[src/rtl/cla_pipe.sv]
// Pipelined carry-lookahead adder/subtractor with valid/ready flow control.
// The carry chain is cut into STAGES segments; each stage adds its own segment.
module cla_pipe #(
  parameter int unsigned WIDTH  = 17,
  parameter int unsigned GROUP  = 4,
  parameter int unsigned STAGES = 2
) (
  input  logic             clk,
  input  logic             rst,
  input  logic             in_valid,
  output logic             in_ready,
  input  logic [WIDTH-1:0] op_a,
  input  logic [WIDTH-1:0] op_b,
  input  logic             cin,
  input  logic             sub,
  output logic             out_valid,
  input  logic             out_ready,
  output logic [WIDTH-1:0] sum,
  output logic             cout,
  output logic             ovf,
  output logic             zero
);

  localparam int unsigned SEG  = (WIDTH + STAGES - 1) / STAGES;
  localparam int unsigned LAST = STAGES - 1;
  // Operand and MSB-carry storage is only needed ahead of the final stage.
  localparam int unsigned PIPE = (STAGES > 1) ? STAGES - 1 : 1;

  if (WIDTH < 4 || WIDTH > 64 || GROUP < 1 || STAGES < 1 || STAGES > 4 ||
      STAGES > WIDTH / GROUP) begin : g_bad_param
    $error("cla_pipe: illegal parameter combination");
  end

  logic [STAGES-1:0] v_q, v_d;
  logic [STAGES-1:0] ld_c;
  logic [WIDTH-1:0]  s_q [STAGES];
  logic [WIDTH-1:0]  s_d [STAGES];
  logic [STAGES-1:0] c_q, c_d;
  logic [WIDTH-1:0]  a_q [PIPE];
  logic [WIDTH-1:0]  a_d [PIPE];
  logic [WIDTH-1:0]  b_q [PIPE];
  logic [WIDTH-1:0]  b_d [PIPE];
  logic [PIPE-1:0]   m_q, m_d;
  logic              ovf_q, ovf_d;
  logic              zero_q, zero_d;

  function automatic int seg_lo(input int k);
    return k * int'(SEG);
  endfunction

  function automatic int seg_hi(input int k);
    int hi;
    hi = (k + 1) * int'(SEG);
    if (hi > int'(WIDTH)) hi = int'(WIDTH);
    return hi;
  endfunction

  // A stage loads when it is empty or everything downstream of it can move.
  always_comb begin : p_load
    logic go;
    go   = out_ready;
    ld_c = '0;
    for (int k = int'(LAST); k >= 0; k--) begin
      go      = go | ~v_q[k];
      ld_c[k] = go;
    end
  end

  assign in_ready = ld_c[0] | rst;

  always_comb begin : p_datapath
    logic [WIDTH-1:0] a_in, b_in, s_in;
    logic c_in, m_in, v_in;
    logic gc, cc, grp_g, grp_p, bit_g, bit_p;
    int   lo, hi;
    v_d    = v_q;
    s_d    = s_q;
    c_d    = c_q;
    a_d    = a_q;
    b_d    = b_q;
    m_d    = m_q;
    ovf_d  = ovf_q;
    zero_d = zero_q;
    a_in   = '0;
    b_in   = '0;
    s_in   = '0;
    c_in   = 1'b0;
    m_in   = 1'b0;
    v_in   = 1'b0;
    gc     = 1'b0;
    cc     = 1'b0;
    grp_g  = 1'b0;
    grp_p  = 1'b1;
    bit_g  = 1'b0;
    bit_p  = 1'b0;
    lo     = 0;
    hi     = 0;
    for (int k = 0; k < int'(STAGES); k++) begin
      if (k == 0) begin
        a_in = op_a;
        b_in = op_b ^ {WIDTH{sub}};
        s_in = '0;
        c_in = cin ^ sub;
        m_in = 1'b0;
        v_in = in_valid;
      end else begin
        a_in = a_q[k-1];
        b_in = b_q[k-1];
        s_in = s_q[k-1];
        c_in = c_q[k-1];
        m_in = m_q[k-1];
        v_in = v_q[k-1];
      end
      lo = seg_lo(k);
      hi = seg_hi(k);
      // Group P/G inside the segment; gc is the second-level carry between groups.
      gc    = c_in;
      cc    = c_in;
      grp_g = 1'b0;
      grp_p = 1'b1;
      for (int i = 0; i < int'(WIDTH); i++) begin
        if (i >= lo && i < hi) begin
          if ((i - lo) % int'(GROUP) == 0) begin
            cc    = gc;
            grp_g = 1'b0;
            grp_p = 1'b1;
          end
          bit_g   = a_in[i] & b_in[i];
          bit_p   = a_in[i] ^ b_in[i];
          s_in[i] = bit_p ^ cc;
          if (i == int'(WIDTH) - 1) m_in = cc;
          cc      = bit_g | (bit_p & cc);
          grp_g   = bit_g | (bit_p & grp_g);
          grp_p   = grp_p & bit_p;
          if ((i - lo) % int'(GROUP) == int'(GROUP) - 1 || i == hi - 1) begin
            gc = grp_g | (grp_p & gc);
          end
        end
      end
      v_d[k] = ld_c[k] ? v_in : v_q[k];
      if (ld_c[k] && v_in) begin
        s_d[k] = s_in;
        c_d[k] = gc;
        if (k < int'(LAST)) begin
          a_d[k] = a_in;
          b_d[k] = b_in;
          m_d[k] = m_in;
        end else begin
          ovf_d  = m_in ^ gc;
          zero_d = (s_in == '0);
        end
      end
    end
  end

  always_ff @(posedge clk) begin
    if (rst) begin
      v_q    <= '0;
      c_q    <= '0;
      m_q    <= '0;
      ovf_q  <= 1'b0;
      zero_q <= 1'b0;
      for (int k = 0; k < int'(STAGES); k++) s_q[k] <= '0;
      for (int k = 0; k < int'(PIPE); k++) begin
        a_q[k] <= '0;
        b_q[k] <= '0;
      end
    end else begin
      v_q    <= v_d;
      c_q    <= c_d;
      m_q    <= m_d;
      ovf_q  <= ovf_d;
      zero_q <= zero_d;
      s_q    <= s_d;
      a_q    <= a_d;
      b_q    <= b_d;
    end
  end

  assign out_valid = v_q[LAST];
  assign sum       = s_q[LAST];
  assign cout      = c_q[LAST];
  assign ovf       = ovf_q;
  assign zero      = zero_q;

endmodule

[config.mk]
export PLATFORM = sky130hd
export DESIGN_NAME = cla_pipe
export DESIGN_NICKNAME = d
export VERILOG_FILES = /design/src/rtl/cla_pipe.sv
export SDC_FILE = /design/constraint.sdc
export NUM_CORES = 1
export LEC_CHECK = 0
export CAP_MARGIN = 20
export CORE_MARGIN = 4
export CORE_UTILIZATION = 47
export CTS_BUF_LIST = sky130_fd_sc_hd__clkbuf_8
export DETAILED_ROUTE_END_ITERATION = 12
export GPL_ROUTABILITY_DRIVEN = 0
export PLACE_DENSITY_LB_ADDON = 0.3
export SYNTH_ARGS = -nofsm -noshare
export SYNTH_HDL_FRONTEND = slang
export SYNTH_SLANG_ARGS = --single-unit
[constraint.sdc]
create_clock -name clk -period 3.9 [get_ports clk]
set_clock_uncertainty 0.1 [all_clocks]
set_input_delay 0.975 -clock clk [delete_from_list [all_inputs] [get_ports clk]]
set_output_delay 0.975 -clock clk [all_outputs]
set_load 0.02 [all_outputs]
==> key figures <==
CTS
  – # Post-CTS Setup Buffers: 0
  – Clk buf depth: 2
  – Cts bufs inserted: 5
  – Root Driver: clkbuf_8
  – Post-cts repair resize count: 1
  – Skew-Pair Late Insertion Delay: 300 ps
  – Post-CTS Hold Buffers: 0
  – # clock sinks: between 40 and 50
  – # H-tree levels: 2
  – CTS tree: built
  – Clock transition at path regs: ~90 ps

Synth
  – Syn_nets: 367
  – Yosys warnings: 0
  – Post-synth top cells: 57 x nand2_1, 48 x dfxtp_1, 33 x a21oi_1
  – Sequential fraction of the synthesis area: approximately 36%
  – Asr flop ratio synth: 0%
  – Post-synth EDFFs: 0
  – Predominant post-synthesis flop cell: dfxtp_1
  – Count leader, synth: nand2_1
  – Top cell type's share of synthesized area: 35.9%
  – Area leader, netlist: dfxtp_1
  – Cells after synthesis: a little under 300
  – Synth area leaders: dfxtp_1 36%, fa_1 9.7%, nand2_1 8.0%
  – Synth Cell Area: roughly 0.0027 mm^2
  – #FFs+latches synth: 48
  – Post-synth cell types: 35
  – Avg Cell Area, Syn: about 9 um^2

Critical path
  – WP data arrival: about 3800 ps
  – Max incr delay on CP: 420 ps
  – CP max FO: 2
  – CP Buf/Inv Count: 1
  – Critical path's slowest cell: clkdlybuf4s50_1
  – Cell mode on critical path: fa_1
  – Critical Path End Type: flop
  – CP Class: in2reg
  – Critical Path Source Type: input port
  – Crit path required time: about 4000 ps
  – Critical path cell sequence: clkdlybuf4s50_1 > xor2_1 > ha_1 > nand3_1 > o221ai_1 > a21oi_1 > fa_1 > fa_1 > fa_1 > xnor2_1 > nand2_1 > a21oi_1
  – CP delay by family, top: adder cells

Detailed routing
  – TritonRoute pass-1 iters: 4
  – Vias: approximately 2100
  – Routed vias/inst: 5.00
  – WL final: 5.56 mm
  – Drt wl/cell: approximately 13 um
  – Drt initial violations: ~130
  – Antenna-violating nets left: 0
  – DRC Markers: 0

GRT
  – Largest net degree at the start of global routing: 49
  – Grt ovf: 0
  – First-pass GRT wire length: 9.28 mm
  – Vias in the first global route: 2059
  – Initial antenna violation count: 0
  – Gr usage total: roughly 16%

STA
  – Worst slew pin tran: around 760 ps
  – Fin crit share: a little over nine tenths
  – Final setup vio count: 0
  – Sum Neg Setup Slack: 0 ps
  – Top achievable clock speed: between 200 and 300 MHz
  – RSZ-0062 raised after global routing: no
  – Slew Limit Headroom: 49.2%
  – Hold Vio Cnt, Final: 0
  – Slew Viols, Final: 0
  – Final Critical Period: about 3700 ps

Outcome
  – Outcome: completed

Finish
  – Layout fillers: 481
  – Final nets: between 400 and 500
  – Layout cells sized above 1: under 10%
  – Final std cells w/o fill: 430
  – Ant diodes: 0
  – Area Growth Syn to Fin: 28.0%

Floorplan
  – Core ar.: approximately 0.0055 mm^2
  – Die area: 0.00696 mm^2
  – Top-Level Pins: between 60 and 70
  – Starting density of the core: around half
  – Die W: approximately 83 um
  – Die H: about 83 um
  – # rows: 27

Power
  – Pwr dens: 356 mW/mm^2
  – Leak: roughly 1.4 nW
  – Maximum VDD drop: ~0.15 mV

Placement
  – DP Cell Count: ~420
  – Buffers added on ports: 61
  – HPWL Detailed: about 4.4 mm

Min path
  – HP Class: reg2reg

Run
  – Max cap viols: 0
[sequential cells by signal, indices dropped and copies added (netlist names)]
signal and cells:
sum 17, p_datapath.s_in 9, c_q 2, v_q 2, a_q 8, zero 1, b_q 8, ovf 1
[final cells by class]
class	count	area, um^2	share of cell area, %
multi-input cells	214	1530	44.6
flip-flops and latches	48	961	28.1
repair buffers	68	657	19.2
well taps	72	90.1	2.63
inverters	20	75.1	2.19
clock buffers	5	68.8	2.01
clock inverters	3	46.3	1.35
[layout by cell type (no fill, tap or decap), drive strengths merged]
cell / count
inv: 21
buf: 8
bufinv: 1
nor3b: 1
nor2: 24
o21ai: 5
nand2: 57
fa: 13
nand2b: 2
nor2b: 2
nor3: 2
nor4: 3
o2111a: 1
a211oi: 20
nand4: 1
xor2: 10
a21o: 1
xnor2: 12
dlygate4sd2: 1
a32oi: 1
nand3b: 1
dfxtp: 48
clkbuf: 5
clkinvlp: 1
o221ai: 1
and4: 1
nand3: 4
ha: 16
clkdlybuf4s50: 59
a21oi: 34
nor4b: 1
a2111o: 1
[tightest hold or removal path: cells and delay by family, from the launching register on]
kind	cells	cell delay [ps]
AND/OR/NAND/NOR	1	50
flip-flops	1	320
AO/OA/AOI/OAI	1	50
[routing by layer]
metal	vias to the layer above	GRT usage (%)	part of all wire, %	wire [um]
met5	-	0	0	0
met4	0	5.12	1.4	76
met3	7	2.68	4.6	255
met2	50	25.3	46	2580
met1	978	22.2	48	2650
li1	1114	-	-	-
[per-stage QoR]
step	util, %	total power, mW	setup WS, ps	hold slack, ps	area (um^2)
floorplan	-	0.755	157	341	2680
global placement	60.1	0.859	-218	339	3310
detailed placement	60.1	0.868	-317	344	3310
CTS	62.2	1.23	181	358	3420
global route	62.2	1.29	24.1	385	3420
finish	62.2	1.22	201	355	3420
[final timing paths]
check             slack [ps]  depth (start not counted)                 end    start
setup / recovery         200                         12  p_datapath.s_in[7]  op_b[1]
hold / removal           350                          2                zero     zero
setup reg to reg         570                         12                zero   a_q[9]
hold reg to reg          350                          2                zero     zero
[kinds of logic (layout without fill, tap and decap cells)]
group	after synthesis	after routing	share of synthesized area [%]
compound gates	64	64	16.7
buf+inv	36	96	7.02
simple gates	99	99	16.0
flops	48	48	35.9
fa+ha+maj	29	29	17.2
xor+xnor	22	22	7.20
[where the power goes]
group	switching (mW)	internal [mW]	leakage, nW
combinational	0.151	0.149	0.915
clock	0.171	0.193	0.0548
sequential	0.0283	0.525	0.395
No activity file was read; power rests on OpenSTA's default activity.
==> patch: new RTL, config.mk and constraints unchanged <==
Make the reset (`rst`) asynchronous in one clocked block.
--- a/src/rtl/cla_pipe.sv
+++ b/src/rtl/cla_pipe.sv
@@ -153,7 +153,7 @@
     end
   end
 
-  always_ff @(posedge clk) begin
+  always_ff @(posedge clk or posedge rst) begin
     if (rst) begin
       v_q    <= '0;
       c_q    <= '0;
Check against the original RTL: differs if rst is asserted again (counterexample within 4 cycles, from zero or initial values and one cycle with rst high); with rst held inactive, the same outputs for 10 cycles.
==> patch against the original RTL <==
Worst setup slack worse by 0.016 ns; area after synthesis up 1.7%; sequential cell count unchanged; critical path depth unchanged; routed wire length down 9.5%; cell area up 1.9%; largest cell class unchanged.
Power is not compared: it rests on default switching activity, and its combinational part moved more than twofold at a synthesized area within 25%.
==> patch: results (changes against the original RTL) <==
Tot GR Track Use 0.151 (-0.00909); hold path depth 1 (-1); hold path start c_q[1]$_DFFE_PP0P_; Finished Layout Cells 368 (-14%); worst reg-to-reg setup slack 0.32 ns (-0.25 ns); Inverters 18 (-10%); Area contributors post-synth dfrtp_1, mux2_2, fa_1; Multi-input gate area 0.00140 mm² (-8.4%); met2 WL post-DR 2350 µm (-8.8%); met3 WL 227 µm (-11%); hold slack final 0.383 ns (+0.0285 ns); via-per-instance ratio 4.90 (-1.9%); Buffers excl. clock 64 (-5.9%); top cells by count, synth dfrtp_1, mux2_2, nand2_1; buffer share of cell area 0.181 (-0.0103); crit path DAT 3.82 ns (about the same); hold path endpoint c_q[1]$_DFFE_PP0P_; status completed; Worst R2R End zero$_DFFE_PP0P_; Post-DP Area 0.00339 mm² (+2.4%); pre-CTS setup slack -0.149 ns (+0.169 ns); Final #Nets 364 (-15%); layout clock buffer count 6 (+1); first-pass GRT wire length 8660 µm (-6.7%); Reg-to-Reg Start a_q[11]$_DFFE_PP0P_; fraction of registers with async set/reset 1.00 (+1.00); HPWL Detailed 4100 µm (-5.8%); multi-input gates 158 (-26%); Largest stage delay, worst path 0.53 ns (+0.11 ns); vias in the first global route 1848 (-10%); grt met1 use 0.207 (-0.0150); Resized cells post-CTS 0 (-1); Max-slew headroom 0.542 (+0.0499); filler cell count in the final layout 485 (+0.83%)
## patch: cell types whose count changed after synthesis, sizes merged, moves of 5 or more
cell | unedited run | this run
buf | 13 | 8
a21oi | 34 | 8
dfxtp | 48 | 0
dfrtp | 0 | 48
nand2 | 57 | 24
mux2 | 0 | 24
nor2 | 24 | 5
a211oi | 20 | 0
o21ai | 5 | 21
## patch: worst max-delay path by stage
stage	start	endpoint	slack, ns	depth (start not counted)
6_report	sub	p_datapath.s_in[7]$_DFFE_PP0P_	0.18	12
5_1_grt	sub	p_datapath.s_in[7]$_DFFE_PP0P_	0.06	12
4_1_cts	sub	p_datapath.s_in[7]$_DFFE_PP0P_	0.16	12
3_5_place_dp	sub	p_datapath.s_in[7]$_DFFE_PP0P_	-0.15	12
3_3_place_gp	sub	p_datapath.s_in[7]$_DFFE_PP0P_	-0.08	12
2_1_floorplan	sub	p_datapath.s_in[7]$_DFFE_PP0P_	0.26	13
